===== config.mk =====
export PLATFORM = sky130hd
export DESIGN_NAME = serial_port_router_flat
export DESIGN_NICKNAME = d
export VERILOG_FILES = /design/src/rtl/serial_port_router_pkg.sv /design/src/rtl/serial_port_router_if.sv /design/src/rtl/serial_port_router_frame_down_counter.sv /design/src/rtl/serial_port_router.sv /design/src/flat_wrapper.sv
export SDC_FILE = /design/constraint.sdc
export NUM_CORES = 1
export LEC_CHECK = 0
export ABC_CLOCK_PERIOD_IN_PS = 2200
export BUFFER_PORTS_ARGS = -buffer_cell sky130_fd_sc_hd__buf_4
export CORE_MARGIN = 5
export CORE_UTILIZATION = 30
export CTS_BUF_LIST = sky130_fd_sc_hd__clkbuf_8
export CTS_CLUSTER_DIAMETER = 120
export DETAILED_ROUTE_END_ITERATION = 10
export GPL_TIMING_DRIVEN = 0
export PLACE_DENSITY = 0.49
export REMOVE_ABC_BUFFERS = 1
export SLEW_MARGIN = 20
export SYNTH_ARGS = -nofsm -noshare
export SYNTH_HDL_FRONTEND = slang
export SYNTH_SLANG_ARGS = --single-unit

===== constraint.sdc =====
create_clock -name clk -period 2.2 [get_ports clk]
set_input_delay 0.33 -clock clk [delete_from_list [all_inputs] [get_ports clk]]
set_output_delay 0.33 -clock clk [all_outputs]
set_load 0.01 [all_outputs]

===== src/rtl/serial_port_router_pkg.sv =====
// Shared types and defaults for the serial port router.
// Optional feature macro: SERIAL_ROUTER_PARITY_EN (adds the PAR state).
package serial_router_pkg;

    localparam int unsigned DEF_PORT_W = 2;
    localparam int unsigned DEF_LEN_W  = 4;

    // Line idles high; a low sample in IDLE opens a frame.
    localparam logic START_BIT = 1'b0;

    typedef enum logic [2:0] {
        S_IDLE,
        S_PORT,
        S_LEN,
        S_DATA,
`ifdef SERIAL_ROUTER_PARITY_EN
        S_PAR,
`endif
        S_DONE
    } router_state_t;

endpackage


===== src/rtl/serial_port_router_if.sv =====
// Serial line plus per-port outputs of the router.
interface serial_port_router_if #(
    parameter int unsigned PORT_W = 2
);
    localparam int unsigned NPORT = 2 ** PORT_W;

    logic             serIn;
    logic             serOut;
    logic [NPORT-1:0] serOutValid;
    logic             busy;
    logic             done;
    logic             parErr;

    // Line driver side.
    modport master (
        output serIn,
        input  serOut, serOutValid, busy, done, parErr
    );

    // Router side.
    modport slave (
        input  serIn,
        output serOut, serOutValid, busy, done, parErr
    );
endinterface


===== src/rtl/serial_port_router_frame_down_counter.sv =====
// Loadable down-counter shared by the field phases and the payload phase.
module frame_down_counter #(
    parameter int unsigned W = 4
) (
    input  logic         clk,
    input  logic         rst,
    input  logic         ld,
    input  logic         en,
    input  logic [W-1:0] d,
    output logic         zero
);

    logic [W-1:0] cnt_q;

    // Load has priority over decrement.
    always_ff @(posedge clk or posedge rst) begin
        if (rst) begin
            cnt_q <= '0;
        end else if (ld) begin
            cnt_q <= d;
        end else if (en) begin
            cnt_q <= cnt_q - W'(1);
        end
    end

    assign zero = (cnt_q == '0);

endmodule


===== src/rtl/serial_port_router.sv =====
// Frame sequencer: start bit, port address, length, then length+1 payload
// bits routed to the addressed port, closed by a one-cycle done.
// Optional feature macro: SERIAL_ROUTER_PARITY_EN (even parity bit after payload).
module serial_port_router
    import serial_router_pkg::*;
#(
    parameter int unsigned PORT_W = DEF_PORT_W,
    parameter int unsigned LEN_W  = DEF_LEN_W
) (
    input  logic                 clk,
    input  logic                 rst,
    serial_port_router_if.slave  sif
);

    localparam int unsigned NPORT = 2 ** PORT_W;

    router_state_t     state_q, state_d;
    logic [PORT_W-1:0] port_q;
    logic [LEN_W-1:0]  len_q;

    logic              cnt_ld, cnt_en, cnt_zero;
    logic [LEN_W-1:0]  cnt_d;
    logic              port_sh, len_sh;

`ifdef SERIAL_ROUTER_PARITY_EN
    logic              par_q;
    logic              par_clr, par_acc;
`endif

    // One counter times the port field, the length field and the payload.
    frame_down_counter #(.W(LEN_W)) u_cnt (
        .clk  (clk),
        .rst  (rst),
        .ld   (cnt_ld),
        .en   (cnt_en),
        .d    (cnt_d),
        .zero (cnt_zero)
    );

    // State register.
    always_ff @(posedge clk or posedge rst) begin
        if (rst) begin
            state_q <= S_IDLE;
        end else begin
            state_q <= state_d;
        end
    end

    // Field shift registers; they hold until the next frame's PORT phase.
    always_ff @(posedge clk or posedge rst) begin
        if (rst) begin
            port_q <= '0;
            len_q  <= '0;
        end else begin
            if (port_sh) port_q <= PORT_W'({port_q, sif.serIn});
            if (len_sh)  len_q  <= LEN_W'({len_q, sif.serIn});
        end
    end

`ifdef SERIAL_ROUTER_PARITY_EN
    // Running XOR over payload and parity bit; non-zero means odd parity.
    always_ff @(posedge clk or posedge rst) begin
        if (rst) begin
            par_q <= 1'b0;
        end else if (par_clr) begin
            par_q <= 1'b0;
        end else if (par_acc) begin
            par_q <= par_q ^ sif.serIn;
        end
    end
`endif

    // Next-state, counter control and Moore output decode.
    always_comb begin
        state_d         = state_q;
        cnt_ld          = 1'b0;
        cnt_en          = 1'b0;
        cnt_d           = '0;
        port_sh         = 1'b0;
        len_sh          = 1'b0;
`ifdef SERIAL_ROUTER_PARITY_EN
        par_clr         = 1'b0;
        par_acc         = 1'b0;
`endif
        sif.busy        = 1'b1;
        sif.done        = 1'b0;
        sif.parErr      = 1'b0;
        sif.serOut      = 1'b0;
        sif.serOutValid = '0;

        case (state_q)
            S_IDLE: begin
                sif.busy = 1'b0;
                if (sif.serIn == START_BIT) begin
                    state_d = S_PORT;
                    cnt_ld  = 1'b1;
                    cnt_d   = LEN_W'(PORT_W - 1);
`ifdef SERIAL_ROUTER_PARITY_EN
                    par_clr = 1'b1;
`endif
                end
            end
            S_PORT: begin
                port_sh = 1'b1;
                if (cnt_zero) begin
                    state_d = S_LEN;
                    cnt_ld  = 1'b1;
                    cnt_d   = LEN_W'(LEN_W - 1);
                end else begin
                    cnt_en = 1'b1;
                end
            end
            S_LEN: begin
                len_sh = 1'b1;
                if (cnt_zero) begin
                    state_d = S_DATA;
                    cnt_ld  = 1'b1;
                    // Completed length includes the bit arriving this edge.
                    cnt_d   = LEN_W'({len_q, sif.serIn});
                end else begin
                    cnt_en = 1'b1;
                end
            end
            S_DATA: begin
                sif.serOut      = sif.serIn;
                sif.serOutValid = NPORT'(1) << port_q;
`ifdef SERIAL_ROUTER_PARITY_EN
                par_acc = 1'b1;
`endif
                if (cnt_zero) begin
`ifdef SERIAL_ROUTER_PARITY_EN
                    state_d = S_PAR;
`else
                    state_d = S_DONE;
`endif
                end else begin
                    cnt_en = 1'b1;
                end
            end
`ifdef SERIAL_ROUTER_PARITY_EN
            S_PAR: begin
                par_acc = 1'b1;
                state_d = S_DONE;
            end
`endif
            S_DONE: begin
                sif.done = 1'b1;
`ifdef SERIAL_ROUTER_PARITY_EN
                sif.parErr = par_q;
`endif
                // serIn is ignored here: a low bit is not a start bit.
                state_d = S_IDLE;
            end
            default: begin
                state_d = S_IDLE;
            end
        endcase
    end

endmodule


===== src/flat_wrapper.sv =====
// flat-port wrapper written by rule: the top's interface ports become plain ports
module serial_port_router_flat import serial_router_pkg::*;
#(
    parameter int unsigned PORT_W = DEF_PORT_W,
    parameter int unsigned LEN_W  = DEF_LEN_W
)
  (clk, rst, sif_serIn, sif_serOut, sif_serOutValid, sif_busy, sif_done, sif_parErr);
  serial_port_router_if #(.PORT_W(PORT_W)) sif_i ();
  input  logic clk;
  input  logic rst;
  input wire logic [$bits(sif_i.serIn)-1:0] sif_serIn;
  output wire logic [$bits(sif_i.serOut)-1:0] sif_serOut;
  output wire logic [$bits(sif_i.serOutValid)-1:0] sif_serOutValid;
  output wire logic [$bits(sif_i.busy)-1:0] sif_busy;
  output wire logic [$bits(sif_i.done)-1:0] sif_done;
  output wire logic [$bits(sif_i.parErr)-1:0] sif_parErr;
  assign sif_i.serIn = sif_serIn;
  assign sif_serOut = sif_i.serOut;
  assign sif_serOutValid = sif_i.serOutValid;
  assign sif_busy = sif_i.busy;
  assign sif_done = sif_i.done;
  assign sif_parErr = sif_i.parErr;
  serial_port_router #(.PORT_W(PORT_W), .LEN_W(LEN_W)) u_core (.clk(clk), .rst(rst), .sif(sif_i));
endmodule

# Word-level counts from Yosys, hierarchy flattened
# Cells that the tools add are included.
# totals
output_inout_bits	8
register_bits	12
wordCells	42
in_bits	3
# op_classes
n_mux	22
n_reduce_logical	6
eq_ne	8
addsub	1
n_shift	1
# ops
operator	count
two-way mux 4 bit	4
two-way mux 3 bit	4
case mux 3 bit (4 select lines)	1
case mux 4 bit (3 select lines)	1
two-way mux 1 bit	10
== test 3 x 2 -> 1 bit, second input constant	2
inequality test 2 x 1 -> 1 bit, second input constant	3
logical NOT 4 bit	1
AND reduction 4 bit	1
left shift 1 x 2 -> 4 bit, first input constant	1
subtractor 4 x 1 -> 4 bit, second input constant	1
== test 3 x 1 -> 1 bit, second input constant	1
== test 3 bit, second input constant	1
logical NOT 3 bit	1
OR reduction 3 bit	1
two-way mux 2 bit	1
inequality test 2 bit, second input constant	1
case mux 1 bit (2 select lines)	1
nonzero test 2 bit	1
OR reduction 2 bit	1

# Longest topological paths before layout
# depth
ltp_word	5
depth_mapped	7
depth_no_buf	6

# Cells and area by module
# From an unflattened synthesis, not the netlist that was laid out.
# unflattened
hier_cells	77
area_unflattened_um2	750.7
# modules_own_cells
mod	cells_per_inst	seq_area_each_um2	area_each_um2	instances
serial_port_router	54	200.2	519.2	1
frame_down_counter	23	100.1	231.5	1

# Least setup slack after synthesis
# No wires, ideal clock.
# synth_timing
kind	flip-flop to flip-flop
startpoint	register u_core.u_cnt.cnt_q[0]
endpoint	register u_core.u_cnt.cnt_q[1]
path_slack_ns	0.656
path_stages_with_launch	8
t_required_ns	2.078
path_buffers	1
period_less_slack_ns	1.544
t_arrival_ns	1.422
setup_ns	0.122
path_cell_list	dfrtp_1 > inv_1 > ha_1 > nor3b_2 > buf_4 > a31oi_1 > nand2_1 > a32o_1
# synth_between
elab_chain_len	4
elab_cells_between_ends	12
cone_classes	1 x add/sub; 9 x mux; 2 x reduce/logical
# synth_rtl
item	line	source
from (decl)	serial_port_router_frame_down_counter.sv:13	logic [W-1:0] cnt_q;
from (signal assigned)	serial_port_router_frame_down_counter.sv:22	cnt_q <= cnt_q - W'(1);
parallel branches: the longest is 4 deep, another holds subtractor 4 x 1 -> 4 bit	-	
# Several ways; the timed one is not identified. The select of a mux whose other input is x is not followed.
# A chain may end at the register's enable or synchronous reset.

# Worst setup path in the final report
# layout_timing
startpoint	register u_core.u_cnt.cnt_q[0]
endpoint	register u_core.u_cnt.cnt_q[0]
# Same word-level chain as after synthesis.

==> metrics.txt <==
Post-Route WL=around 1500 um; chip width=60.0 um; Final period util=between 80% and 90%; global-route wire length before repair=between 2000 and 3000 um; post-synthesis xor/xnor area fraction=approximately 1.2%; Core ar.=around 0.0024 mm2; via count=604; max cap viols=0; Ant. Diodes=0; maximum fanout along the worst path=12; drt pass-1 iters=4; setup bufs post-CTS=0; multiplexer share of the synthesized area=under 10%; die area=between 0.003 and 0.004 mm2; CTS root buf=clkbuf_8; Peak supply drop=approximately 440 uV; WP data arrival=around 2.0 ns; synthesized flop and latch total=12; sequential area share after synthesis=roughly 40%; CTS buffer count=3; PnR worst setup slack=approximately 0.33 ns; Final Cell Area=a little under 900 um2; Netlist Area Pre-Place=751 um2; PwrDens=approximately 1400 mW/mm2; CP startpoint kind=register; Post-Synthesis Cells=82; Pwr Total=around 1.3 mW; Critical Path RT=roughly 2.3 ns; vias in the first global route=around 610; Layout Nets=96; critical path class=reg2reg; CTS tree=built; Synth Area in Compound Gates=11.5%; Synth area leaders=dfrtp_1 (40%), mux2_1 (6.0%), nor3_1 (5.3%); crit path cell chain=inv_1 -> ha_1 -> nor3b_4 -> o21ai_0 -> and4b_1 -> nor4_2; Initial Util=about 30%; H-tree level count=1; Vias/cell=a little over 5; fin. max-slew vios=0; Final setup viols=0; GP Congestion=between 0.7 and 0.8; post-synth cell types=30; Mean Syn Cell Area=approximately 9.2 um2; initial antenna violation count=0; dpl ws=0.170 ns; Placement Cell Area=slightly above 800 um2; Setup Skew=between 0.003 and 0.004 ns; Residual DRC=0; Clock Sinks=12; Slowest cell on crit path=nor3b_4; endpoint class of the critical path=register; post-placement cell count=approximately 120; ys flop type=dfrtp_1; Adder-Cell Fraction of Synth Area=3.33%; worst skew pair latency=approximately 0.23 ns; Period minus WS final=around 1.9 ns; leading cell type in the layout, fill and taps excluded=dfrtp_1; asr flop ratio synth=100%; WHS=~0.11 ns; non-filler instance count after layout=roughly 120; post-synth top area cell=dfrtp_1; Largest stage delay, worst path=between 0.4 and 0.5 ns; combinational family with the most area after synthesis=simple AND/OR/NAND/NOR gates; status=complete, no violations; Detail Route Antenna Nets=0; chip height=60.0 um; fmax=around 540 MHz; top cell type's share of synthesized area=~40%; synth warn=0; clock slew at reported path FFs=0.05 ns; gr ovfl total=0; Fin. Hold Viols=0; HPWL Detailed=roughly 1100 um; Setup TNS Final=0 ns; port bufs=9; HP Class=in2async; Post-Synth Simple-Gate Area=just under 30%; Area Growth Syn to Fin=16.3%; layout cells sized above 1=between 10% and 20%; Cell Rows=18; most frequent cells in the layout=dfrtp_1 (12), buf_4 (9), nor3_1 (8), nor2_1 (8), nand2_1 (7); boundary pin count=11; Routed wire per std cell=between 10 and 15 um; largest net degree at the start of global routing=15; maximum clock insertion buffer count=2; DRT iter0 DRCs=13; total track usage=under 10%; RSZ-0062 raised after global routing=false; Lkg Pwr=a little under 0.4 nW; Core Util, Final=about 36%; EDFF count, synth=0
[worst max-delay path: cells and delay by family, from the launching register on]
kind	cells	cell delay, ns
AND/OR/NAND/NOR	3	0.88
flip-flops	1	0.42
adder cells (fa/ha/maj)	1	0.19
AO/OA/AOI/OAI	1	0.15
buffers and inverters	1	0.14
[kinds of logic after synthesis]
logic type                 after synthesis
buffers and inverters                   11
other                                    1
and+or+nand+nor                         36
adders and majority gates                2
AOI/OAI and AO/OA                       14
muxes                                    5
DFF                                     12
xor gates and xnor gates                 1
[cells in the mapped netlist (all sizes together), types with 2 or more instances]
master  number
dfrtp       12
nor2         9
nor3         8
nand2        7
inv          6
o21ai        6
buf          5
mux2         4
nor3b        4
a31oi        3
a21oi        2
ha           2
[sequential cells by signal (all words and copies together) (netlist names)]
name                count
u_core.u_cnt.cnt_q      4
u_core.port_q           2
u_core.state_q          3
u_core.len_q            3
[area by class of cell]
type / instances / area, um2
multi-input combinational: 59 / 404
inverter: 6 / 22.5
timing repair buffer: 9 / 67.6
sequential: 12 / 300
tap: 30 / 37.5
fill: 253 / 1560
clock buffer: 3 / 41.3
[layer usage]
metal,track usage [%],vias to the layer above,wire (um)
li1,-,304,-
met1,13.2,285,708
met2,15.9,13,720
met3,1.73,2,64
met4,3.80,0,12
met5,0,-,0
[what timing repair did]
item	4_1_cts	5_1_grt
setup endpoints to repair	0	1
gates resized for setup	0	1
hold buffers	0	0
[where the power goes]
| part | internal (mW) | switching, mW |
|---|---|---|
| clock network | 0.120 | 0.0692 |
| logic | 0.294 | 0.292 |
| registers | 0.329 | 0.162 |
[final timing paths]
check,to,cells past startpoint,slack [ns],start
worst max register to register,u_core.u_cnt.cnt_q[0],6,0.33,u_core.u_cnt.cnt_q[0]
min in group clk,u_core.len_q[0],2,0.40,sif_serIn
worst min register to register,u_core.len_q[2],1,0.49,u_core.len_q[2]
worst max-delay path,u_core.u_cnt.cnt_q[0],6,0.33,u_core.u_cnt.cnt_q[0]
worst min-delay path,u_core.u_cnt.cnt_q[2],2,0.11,rst
max in group asynchronous,u_core.state_q[2],2,1.77,rst
Note: power is estimated with default switching activity, not from simulation.
